`config.mk`:
```
export PLATFORM = sky130hd
export DESIGN_NAME = clk_en_ctrl_flat
export DESIGN_NICKNAME = d
export VERILOG_FILES = /design/src/rtl/clk_en_ctrl_if.sv /design/src/rtl/clk_en_ctrl.sv /design/src/flat_wrapper.sv
export SDC_FILE = /design/constraint.sdc
export NUM_CORES = 1
export LEC_CHECK = 0
export ABC_CLOCK_PERIOD_IN_PS = 2600
export CAP_MARGIN = 0
export CORE_MARGIN = 2
export CORE_UTILIZATION = 50
export DETAILED_ROUTE_END_ITERATION = 6
export PLACE_DENSITY = 0.81
export SLEW_MARGIN = 25
export SYNTH_ARGS = -nofsm -noshare
export SYNTH_HDL_FRONTEND = slang
export SYNTH_SLANG_ARGS = --single-unit
```
`constraint.sdc`:
```
create_clock -name clk_in -period 2.6 [get_ports clk_in]
set_clock_uncertainty 0.05 [all_clocks]
set_input_delay 0.52 -clock clk_in [delete_from_list [all_inputs] [get_ports clk_in]]
set_output_delay 0.52 -clock clk_in [all_outputs]
set_load 0.02 [all_outputs]
```
`src/rtl/clk_en_ctrl_if.sv`:
```
// Configuration handshake bundle for clk_en_ctrl.
// The master presents a new divide-ratio pair with cfg_valid and holds it
// until the controller shows cfg_ready. The slave pulses cfg_done for one
// cycle when the accepted pair becomes the active pair.
//   cfg_valid  master->slave  new ratio pair presented
//   cfg_div0   master->slave  requested en0 ratio
//   cfg_div1   master->slave  requested en1 ratio
//   cfg_ready  slave->master  controller can accept a config
//   cfg_done   slave->master  accepted config is now active (1-cycle pulse)
interface clk_en_ctrl_if #(
  parameter int CNT_W = 8
);
  logic             cfg_valid;
  logic [CNT_W-1:0] cfg_div0;
  logic [CNT_W-1:0] cfg_div1;
  logic             cfg_ready;
  logic             cfg_done;

  modport master (
    output cfg_valid, cfg_div0, cfg_div1,
    input  cfg_ready, cfg_done
  );

  modport slave (
    input  cfg_valid, cfg_div0, cfg_div1,
    output cfg_ready, cfg_done
  );
endinterface

```
`src/rtl/clk_en_ctrl.sv`:
```
// clk_en_ctrl: clock-enable controller. Produces two single-cycle enable
// strobes (en0 pixel-rate, en1 fast-rate) on clk_in instead of derived
// clocks. Ratios are reprogrammed at runtime through the cfg interface and
// only take effect on an en0 boundary, so no runt periods occur.
// A stored ratio of 0 or 1 yields a strobe every cycle.
//
// Ports:
//   clk_in    system clock
//   reset_n   asynchronous active-low reset
//   run       1 = generate strobes, 0 = hold counters cleared
//   cfg       config handshake (clk_en_ctrl_if.slave)
//   en0/en1   registered enable strobes, period div0_cur/div1_cur
//   busy      high while in RUN or PEND
//   div0_cur  active en0 ratio (as written)
//   div1_cur  active en1 ratio (as written)
//   sq0/sq1   debug square waves, period 2*divX (only with SQUARE_OUT_EN)
//
// Build option: define SQUARE_OUT_EN to add the sq0/sq1 debug outputs.
module clk_en_ctrl #(
  parameter int CNT_W    = 8,
  parameter int DIV0_RST = 4,
  parameter int DIV1_RST = 2
) (
  input  logic             clk_in,
  input  logic             reset_n,
  input  logic             run,
  clk_en_ctrl_if.slave     cfg,
  output logic             en0,
  output logic             en1,
  output logic             busy,
  output logic [CNT_W-1:0] div0_cur,
  output logic [CNT_W-1:0] div1_cur
`ifdef SQUARE_OUT_EN
  ,
  output logic             sq0,
  output logic             sq1
`endif
);

  typedef enum logic [1:0] {IDLE, RUN, PEND} state_t;

  state_t           state_q, state_d;
  logic [CNT_W-1:0] c0_q, c0_d, c1_q, c1_d;
  logic [CNT_W-1:0] div0_cur_q, div0_cur_d, div1_cur_q, div1_cur_d;
  logic [CNT_W-1:0] sh0_q, sh0_d, sh1_q, sh1_d;
  logic             en0_q, en0_d, en1_q, en1_d;
  logic             done_q, done_d;
  logic             ready_q, ready_d;
  logic             busy_q, busy_d;
  logic             apply;

  logic             accept;
  logic [CNT_W-1:0] eff0, eff1;
  logic             term0, term1;

  assign accept = cfg.cfg_valid & ready_q;

  // Ratios 0 and 1 both count as 1; stored values are left untouched.
  assign eff0  = (div0_cur_q < CNT_W'(2)) ? CNT_W'(1) : div0_cur_q;
  assign eff1  = (div1_cur_q < CNT_W'(2)) ? CNT_W'(1) : div1_cur_q;
  assign term0 = (c0_q == eff0 - CNT_W'(1));
  assign term1 = (c1_q == eff1 - CNT_W'(1));

  always_comb begin
    state_d    = state_q;
    c0_d       = c0_q;
    c1_d       = c1_q;
    div0_cur_d = div0_cur_q;
    div1_cur_d = div1_cur_q;
    sh0_d      = sh0_q;
    sh1_d      = sh1_q;
    en0_d      = 1'b0;
    en1_d      = 1'b0;
    done_d     = 1'b0;
    apply      = 1'b0;

    case (state_q)
      IDLE: begin
        c0_d = '0;
        c1_d = '0;
        if (accept) begin
          div0_cur_d = cfg.cfg_div0;
          div1_cur_d = cfg.cfg_div1;
          done_d     = 1'b1;
        end
        if (run) state_d = RUN;
      end

      RUN: begin
        if (!run) begin
          state_d = IDLE;
          c0_d    = '0;
          c1_d    = '0;
          // Accept while stopping: shadow would apply at once, so load directly.
          if (accept) begin
            div0_cur_d = cfg.cfg_div0;
            div1_cur_d = cfg.cfg_div1;
            done_d     = 1'b1;
          end
        end else begin
          c0_d  = term0 ? '0 : c0_q + CNT_W'(1);
          c1_d  = term1 ? '0 : c1_q + CNT_W'(1);
          en0_d = term0;
          en1_d = term1;
          if (accept) begin
            sh0_d   = cfg.cfg_div0;
            sh1_d   = cfg.cfg_div1;
            state_d = PEND;
          end
        end
      end

      PEND: begin
        if (!run) begin
          state_d    = IDLE;
          c0_d       = '0;
          c1_d       = '0;
          div0_cur_d = sh0_q;
          div1_cur_d = sh1_q;
          done_d     = 1'b1;
          apply      = 1'b1;
        end else begin
          c0_d  = term0 ? '0 : c0_q + CNT_W'(1);
          c1_d  = term1 ? '0 : c1_q + CNT_W'(1);
          en0_d = term0;
          en1_d = term1;
          // Apply on the en0 boundary: both counters restart in phase.
          if (term0) begin
            c0_d       = '0;
            c1_d       = '0;
            div0_cur_d = sh0_q;
            div1_cur_d = sh1_q;
            done_d     = 1'b1;
            apply      = 1'b1;
            state_d    = RUN;
          end
        end
      end

      default: state_d = IDLE;
    endcase

    ready_d = (state_d != PEND);
    busy_d  = (state_d != IDLE);
  end

  always_ff @(posedge clk_in or negedge reset_n) begin
    if (!reset_n) begin
      state_q    <= IDLE;
      c0_q       <= '0;
      c1_q       <= '0;
      div0_cur_q <= CNT_W'(DIV0_RST);
      div1_cur_q <= CNT_W'(DIV1_RST);
      sh0_q      <= '0;
      sh1_q      <= '0;
      en0_q      <= 1'b0;
      en1_q      <= 1'b0;
      done_q     <= 1'b0;
      ready_q    <= 1'b1;
      busy_q     <= 1'b0;
    end else begin
      state_q    <= state_d;
      c0_q       <= c0_d;
      c1_q       <= c1_d;
      div0_cur_q <= div0_cur_d;
      div1_cur_q <= div1_cur_d;
      sh0_q      <= sh0_d;
      sh1_q      <= sh1_d;
      en0_q      <= en0_d;
      en1_q      <= en1_d;
      done_q     <= done_d;
      ready_q    <= ready_d;
      busy_q     <= busy_d;
    end
  end

  assign en0           = en0_q;
  assign en1           = en1_q;
  assign busy          = busy_q;
  assign div0_cur      = div0_cur_q;
  assign div1_cur      = div1_cur_q;
  assign cfg.cfg_ready = ready_q;
  assign cfg.cfg_done  = done_q;

`ifdef SQUARE_OUT_EN
  logic sq0_q, sq0_d, sq1_q, sq1_d;

  always_comb begin
    sq0_d = sq0_q ^ en0_q;
    sq1_d = sq1_q ^ en1_q;
    if (state_q == IDLE || apply) begin
      sq0_d = 1'b0;
      sq1_d = 1'b0;
    end
  end

  always_ff @(posedge clk_in or negedge reset_n) begin
    if (!reset_n) begin
      sq0_q <= 1'b0;
      sq1_q <= 1'b0;
    end else begin
      sq0_q <= sq0_d;
      sq1_q <= sq1_d;
    end
  end

  assign sq0 = sq0_q;
  assign sq1 = sq1_q;
`endif

endmodule

```
`src/flat_wrapper.sv`:
```
// flat-port wrapper written by rule: the top's interface ports become plain ports
module clk_en_ctrl_flat 
#(
  parameter int CNT_W    = 8,
  parameter int DIV0_RST = 4,
  parameter int DIV1_RST = 2
)
  (clk_in, reset_n, run, en0, en1, busy, div0_cur, div1_cur, cfg_cfg_valid, cfg_cfg_div0, cfg_cfg_div1, cfg_cfg_ready, cfg_cfg_done);
  clk_en_ctrl_if #(.CNT_W(CNT_W)) cfg_i ();
  input  logic clk_in;
  input  logic reset_n;
  input  logic run;
  output logic en0;
  output logic en1;
  output logic busy;
  output logic [CNT_W-1:0] div0_cur;
  output logic [CNT_W-1:0] div1_cur;
  input wire logic [$bits(cfg_i.cfg_valid)-1:0] cfg_cfg_valid;
  input wire logic [$bits(cfg_i.cfg_div0)-1:0] cfg_cfg_div0;
  input wire logic [$bits(cfg_i.cfg_div1)-1:0] cfg_cfg_div1;
  output wire logic [$bits(cfg_i.cfg_ready)-1:0] cfg_cfg_ready;
  output wire logic [$bits(cfg_i.cfg_done)-1:0] cfg_cfg_done;
  assign cfg_i.cfg_valid = cfg_cfg_valid;
  assign cfg_i.cfg_div0 = cfg_cfg_div0;
  assign cfg_i.cfg_div1 = cfg_cfg_div1;
  assign cfg_cfg_ready = cfg_i.cfg_ready;
  assign cfg_cfg_done = cfg_i.cfg_done;
  clk_en_ctrl #(.CNT_W(CNT_W), .DIV0_RST(DIV0_RST), .DIV1_RST(DIV1_RST)) u_core (.clk_in(clk_in), .reset_n(reset_n), .run(run), .cfg(cfg_i), .en0(en0), .en1(en1), .busy(busy), .div0_cur(div0_cur), .div1_cur(div1_cur));
endmodule
```
# [After elaboration in Yosys (flattened, before gate mapping)]
# Index checks and enable logic that the tools add are counted.
[op_classes] bitwise=1 mux=35 addsub=4 order_cmp=2 n_eq_ne=7 n_reduce_logical=7
[ops] operator="$mux 8" count=16
[ops] operator="$pmux 8 s3" count=3
[ops] operator="$add 8x1->8 const B" count=2
[ops] operator="$eq 8x8->1" count=2
[ops] operator="$lt 8x2->1 const B" count=2
[ops] operator="$pmux 8 s2" count=1
[ops] operator="$sub 8x1->8 const B" count=2
[ops] operator="$mux 2" count=5
[ops] operator="$mux 1" count=8
[ops] operator="$pmux 2 s3" count=1
[ops] operator="$reduce_and 3->1" count=2
[ops] operator="$ne 2x2->1 const B" count=2
[ops] operator="$reduce_bool 2->1" count=2
[ops] operator="$ne 3x2->1 const B" count=1
[ops] operator="$pmux 1 s3" count=1
[ops] operator="$reduce_bool 3->1" count=1
[ops] operator="$eq 2x1->1 const B" count=1
[ops] operator="$eq 2x2->1 const B" count=1
[ops] operator="$logic_not 2->1" count=1
[ops] operator="$reduce_or 2->1" count=1
[ops] operator="$and 1x1->1" count=1
[word_totals] input_bits=20 wordCells=68 out_inout_bits=21 reg_bits=55

# [Logic depth before layout (Yosys ltp)]
# Gate-level depths: netlist of run 1.
[logic_depth] word_depth=8 depth_mapped=12 depth_no_buf=10

# [Worst setup path before layout of run 1]
# OpenSTA, ideal clock, no wires.
[synth_path] path_type="register to register" from="reg u_core.div0_cur_q[2] (netlist: u_core.div0_cur[2])" to="reg u_core.div0_cur_q[0] (netlist: u_core.div0_cur[0])" setup_ns=0.125 path_stages_with_launch=13 required_time_ns=2.425 path_slack_ns=-0.449 arrival_ns=2.874 n_path_buf=2 synth_period_minus_slack_ns=3.049 cell_sequence="dfstp_2 buf_6 nor3_1 a21oi_1 ha_1 nor3b_1 mux2i_1 o22ai_1 o211a_1 a21oi_4 a21oi_4 buf_12 mux2_4"
[synth_via] elab_chain_cells=6
[synth_rtl] element="start: declaration" line="clk_en_ctrl.sv:44" rtl="logic [CNT_W-1:0] div0_cur_q, div0_cur_d, div1_cur_q, div1_cur_d;"
[synth_rtl] element="start signal: assignment" line="clk_en_ctrl.sv:152" rtl="div0_cur_q <= CNT_W'(DIV0_RST);"
[synth_rtl] element="start signal: assignment" line="clk_en_ctrl.sv:165" rtl="div0_cur_q <= div0_cur_d;"
[synth_rtl] element="$lt 8x2->1" line="clk_en_ctrl.sv:59" rtl="assign eff0 = (div0_cur_q < CNT_W'(2)) ? CNT_W'(1) : div0_cur_q;"
[synth_rtl] element="$mux 8 (*)" line="clk_en_ctrl.sv:59"
[synth_rtl] element="$sub 8x1->8 (*)" line="clk_en_ctrl.sv:61" rtl="assign term0 = (c0_q == eff0 - CNT_W'(1));"
[synth_rtl] element="$eq 8x8->1 (*)" line="clk_en_ctrl.sv:61"
[synth_rtl] element="$ne 3x2->1 (no source line) (*)"
[synth_rtl] element="$reduce_and 3->1 (no source line) (*)"
# Every way passes the cells marked *; elsewhere a longest branch is shown, timed or not.
# A chain may end at the register's enable or synchronous reset.

# [Worst setup path in the final report of run 1]
[layout_path] from="reg u_core.div1_cur_q[3] (netlist: u_core.div1_cur[3])" to="reg u_core.c1_q[4]"
[layout_via] elab_chain_cells=8
[layout_rtl] element="start: declaration" line="clk_en_ctrl.sv:44"
[layout_rtl] element="start signal: assignment" line="clk_en_ctrl.sv:153" rtl="div1_cur_q <= CNT_W'(DIV1_RST);"
[layout_rtl] element="start signal: assignment" line="clk_en_ctrl.sv:166" rtl="div1_cur_q <= div1_cur_d;"
[layout_rtl] element="$lt 8x2->1" line="clk_en_ctrl.sv:60" rtl="assign eff1 = (div1_cur_q < CNT_W'(2)) ? CNT_W'(1) : div1_cur_q;"
[layout_rtl] element="$mux 8 (*)" line="clk_en_ctrl.sv:60"
[layout_rtl] element="$sub 8x1->8 (*)" line="clk_en_ctrl.sv:62" rtl="assign term1 = (c1_q == eff1 - CNT_W'(1));"
[layout_rtl] element="$eq 8x8->1 (*)" line="clk_en_ctrl.sv:62"
[layout_rtl] element="$mux 8 (*)" line="clk_en_ctrl.sv:102, clk_en_ctrl.sv:124"
[layout_rtl] element="$mux 8" line="clk_en_ctrl.sv:128" rtl="if (term0) begin"
[layout_rtl] element="$mux 8" line="clk_en_ctrl.sv:114" rtl="if (!run) begin"
[layout_rtl] element="$pmux 8 s3 (*)" line="clk_en_ctrl.sv:77" rtl="case (state_q)"
[layout_rtl] element="end signal: assignment" line="clk_en_ctrl.sv:151" rtl="c1_q <= '0;"
[layout_rtl] element="end signal: assignment" line="clk_en_ctrl.sv:164" rtl="c1_q <= c1_d;"
[layout_rtl] element="end: declaration" line="clk_en_ctrl.sv:43" rtl="logic [CNT_W-1:0] c0_q, c0_d, c1_q, c1_d;"
# Marks and branches as above.

==> impl_metrics.tcl, run 1 <==
set metrics [dict create \
    grt-ovfl-total 0 \
    power.density_nw_per_um2 1151 \
    die_w_um 85.19 \
    dr.pass1.iters 4 \
    synthFlopType "dfrtp_1" \
    syn_area_um2 3296 \
    clock_latency_ns 0.32 \
    cts_buffers 5 \
    worst_pin_slew_ns 0.5368 \
    yosysSeqAreaShare_pct 41.88 \
    min_path_type "in -> async" \
    final_nets 409 \
    placed_cells 445 \
    synth-edff-count 0 \
    drive_gt1_share_pct 33.77 \
    final-setup-viol-count 20 \
    final-hold-violation-count 0 \
    die_h_um 85.19 \
    syn_to_final_growth_pct 28.47 \
    netSwitchingFraction_pct 39.79 \
    diodes 0 \
    clkSinkCount 55 \
    portBuffers 40 \
    drc 0 \
    power.share.sequential_pct 29.6 \
    comb_power_share_pct 60.3 \
    start_kind "flop" \
    synth_warnings 0 \
    final_cells 459 \
    yosys.area.top_type_share_pct 39.48 \
    syn_inst 307 \
    cp-end-kind "flop" \
    yosys-top-cells-area "dfrtp_1 39%, mux2_2 12%, mux2_4 3.6%, nand2_1 3.3%, ha_1 3.0%" \
    clk_path_buf_depth 2 \
    clk_pin_slew_ns 0.11 \
    postCtsHoldBufs 0 \
    grt_use_met3_pct 4.864 \
    maxCapViolCount 0 \
    finalWorstSetupSlack_ns -0.1154 \
    routed_wl_um 7477 \
    cts_max_level 2 \
    yosysMostFrequentCell "dfrtp_1" \
    busiest_layer "met2" \
    grt_max_degree 43 \
    timing.final.crit_share_pct 104.4 \
    die-area_um2 7256 \
    relSlewSlack_pct 64.21 \
    yosys.area.top_type "dfrtp_1" \
    use_met2_pct 36.86 \
    antenna_found_initial 0 \
    syn-num-nets 335 \
    synth_seq_cells 55 \
    rsz0062_at_grt "true" \
    arrival_ns 2.86 \
    cts_tree "yes" \
    async_reset_ff_share_pct 100.0 \
    place_hpwl_um 5116 \
    yosysUniqueCellTypes 51 \
    first_iter_violations 154 \
    vdd_drop_max_mv 0.7518 \
    first_global_vias 2678 \
    final_antenna_net_count 0 \
    avgSynthCellArea_um2 10.74 \
    outcome "finished with violations" \
    violations "setup timing" \
    initial_core_util_pct 51.90 \
    maxSlewViolCount 0 \
    cp.required_ns 2.75 \
    power.leakage_nw 1.764 \
    wl_per_cell_um 16.29 \
    p_clk_share_pct 10.1 \
    grt.total_usage_pct 21.45 \
    gp_congestion 0.9164 \
    grt_pass1_wl_um 12480 \
    dr_total_vias 2639 \
    core.rowCount 29 \
    crit_type "reg -> reg" \
    routed_via_density 5.749 \
    cts-root-buf "clkbuf_8" \
    critPathMaxFanout 4 \
    switching_power_w 0.001939 \
    pre_cts_ws_ns -0.1039 \
    clock.fmax_ghz 0.3683 \
    min_period_ns 2.715 \
    ys_top_cells_by_count "52 x dfrtp_1, 36 x mux2_2, 29 x nand2_1" \
    gr-usage-met1_pct 27.31 \
    core-area_um2 6350 \
    internal_power_w 0.002934 \
    ios 41 \
]
metal layers:
layer | part of all wire (%) | routed length [µm]
met1 | 43 | 3182
met2 | 52 | 3912
met3 | 3.8 | 281
met4 | 1.4 | 101
met5 | 0 | 0
sequential cells by signal (all words and copies together) (netlist names):
signal                cells
u_core.c0_q               8
u_core.c1_q               8
u_core.div0_cur           8
u_core.div1_cur           8
u_core.sh0_q              8
u_core.sh1_q              8
u_core.state_q            2
u_core.busy               1
u_core.cfg.cfg_done       1
u_core.cfg.cfg_ready      1
u_core.en0                1
u_core.en1                1
stage by stage:
step	cell area (µm²)	setup TNS, ns	power (W)	hold WS, ns	utilization (%)
global placement	4015	-0.05738	0.004064	0.4312	63.23
finish	4234	-1.383	0.004873	0.1221	66.68
CTS	4178	-0.5532	0.004736	0.3263	65.79
floorplan	3356	-3.415	0.003205	0.1744	-
detailed placement	4015	-1.521	0.004155	0.4397	63.23
global route	4234	-3.977	0.005191	0.1549	66.68
cell usage in the layout (no fill, tap or decap), types with 3 or more instances in the layout:
| master | netlist | layout |
|---|---|---|
| nand3_1 | 10 | 10 |
| a31oi_1 | 8 | 6 |
| mux2_4 | 8 | 10 |
| nor3_1 | 7 | 5 |
| nand2b_1 | 5 | 5 |
| dfrtp_1 | 52 | 48 |
| dfrtp_2 | 0 | 4 |
| buf_4 | 1 | 37 |
| inv_1 | 9 | 9 |
| a21o_1 | 4 | 4 |
| a21oi_1 | 12 | 10 |
| nand2_1 | 29 | 28 |
| nand4b_1 | 4 | 4 |
| nor4_1 | 6 | 3 |
| clkdlybuf4s50_1 | 0 | 39 |
| o22ai_1 | 4 | 4 |
| or2_2 | 3 | 3 |
| mux2_2 | 36 | 34 |
| nor2_1 | 15 | 14 |
| mux2i_1 | 7 | 6 |
| buf_6 | 3 | 3 |
| dfstp_2 | 3 | 3 |
| o21ai_0 | 11 | 9 |
| o211ai_1 | 3 | 3 |
| xor2_1 | 6 | 6 |
| ha_1 | 8 | 6 |
| clkbuf_8 | 0 | 5 |
| or3_1 | 8 | 8 |
| xnor2_1 | 7 | 7 |
final cells by class:
type / count / area [µm²]
Timing Repair Buffer: 80 / 721.9
Inverter: 9 / 33.78
Tap cell: 77 / 96.34
Fill cell: 461 / 2116
Clock buffer: 5 / 68.82
Clock inverter: 3 / 23.77
Multi-Input combinational cell: 230 / 1904
Sequential cell: 55 / 1385
repair_timing:
action,in CTS,in global routing
setup buffers,5,3
endpoints found under the setup margin,22,28
pin swaps,6,12
hold endpoints to repair,0,0
resized for setup,8,12
kinds of logic (layout without fill, tap and decap cells):
kind of cell	Yosys count	count (layout)	synth area share (%)
AO/OA/AOI/OAI	58	58	12.76
flip-flops	55	55	41.88
adder cells (fa/ha/maj)	8	8	3.037
buffers and inverters	22	97	4.062
AND/OR/NAND/NOR	98	98	15.26
XOR/XNOR	15	15	4.936
multiplexers	51	51	18.07
power groups by stage:
| stage | sequential, W | clock (W) | combinational [W] |
|---|---|---|---|
| floorplan | 0.00166 | 0 | 0.00154 |
| global placement | 0.00143 | 0 | 0.00263 |
| detailed placement | 0.00145 | 0 | 0.00270 |
| CTS | 0.00144 | 0.000500 | 0.00280 |
| global route | 0.00148 | 0.000546 | 0.00316 |
| finish | 0.00144 | 0.000493 | 0.00294 |
worst max-delay path: stages (launching register included):
cell,delay (ns)
dfrtp_2,0.43
nor4_4,0.33
a21oi_2,0.11
ha_2,0.34
xor2_1,0.15
nand3_1,0.11
nor4_2,0.28
o2111ai_2,0.19
nor2b_4,0.19
buf_6,0.14
a31oi_2,0.17
o22ai_1,0.11
path summary, 6_finish.rpt:
check / end / slack, ns / cells past startpoint / start
max: u_core.c1_q[4]$_DFFE_PN0P_ / -0.12 / 11 / u_core.div1_cur[3]$_DFFE_PN0P_
min: u_core.div0_cur[3]$_DFFE_PN0P_ / 0.12 / 1 / reset_n
max reg2reg: u_core.c1_q[4]$_DFFE_PN0P_ / -0.12 / 11 / u_core.div1_cur[3]$_DFFE_PN0P_
min reg2reg: u_core.sh1_q[3]$_DFFE_PN0P_ / 0.46 / 1 / u_core.sh1_q[3]$_DFFE_PN0P_
max in group asynchronous: u_core.cfg.cfg_ready$_DFF_PN1_ / 1.72 / 2 / reset_n
min in group clk_in: u_core.sh1_q[3]$_DFFE_PN0P_ / 0.46 / 1 / u_core.sh1_q[3]$_DFFE_PN0P_
(Power assumes the default switching activity.)
==> inputs of run 2 (changes only) <==
--- a/config.mk
+++ b/config.mk
@@ -10,6 +10,7 @@
 export CORE_MARGIN = 2
 export CORE_UTILIZATION = 50
 export DETAILED_ROUTE_END_ITERATION = 6
+export GPL_ROUTABILITY_DRIVEN = 0
 export PLACE_DENSITY = 0.81
 export SLEW_MARGIN = 25
 export SYNTH_ARGS = -nofsm -noshare
==> results of run 2 <==
The final DEF is identical to that of run 1; final timing and power are the same.
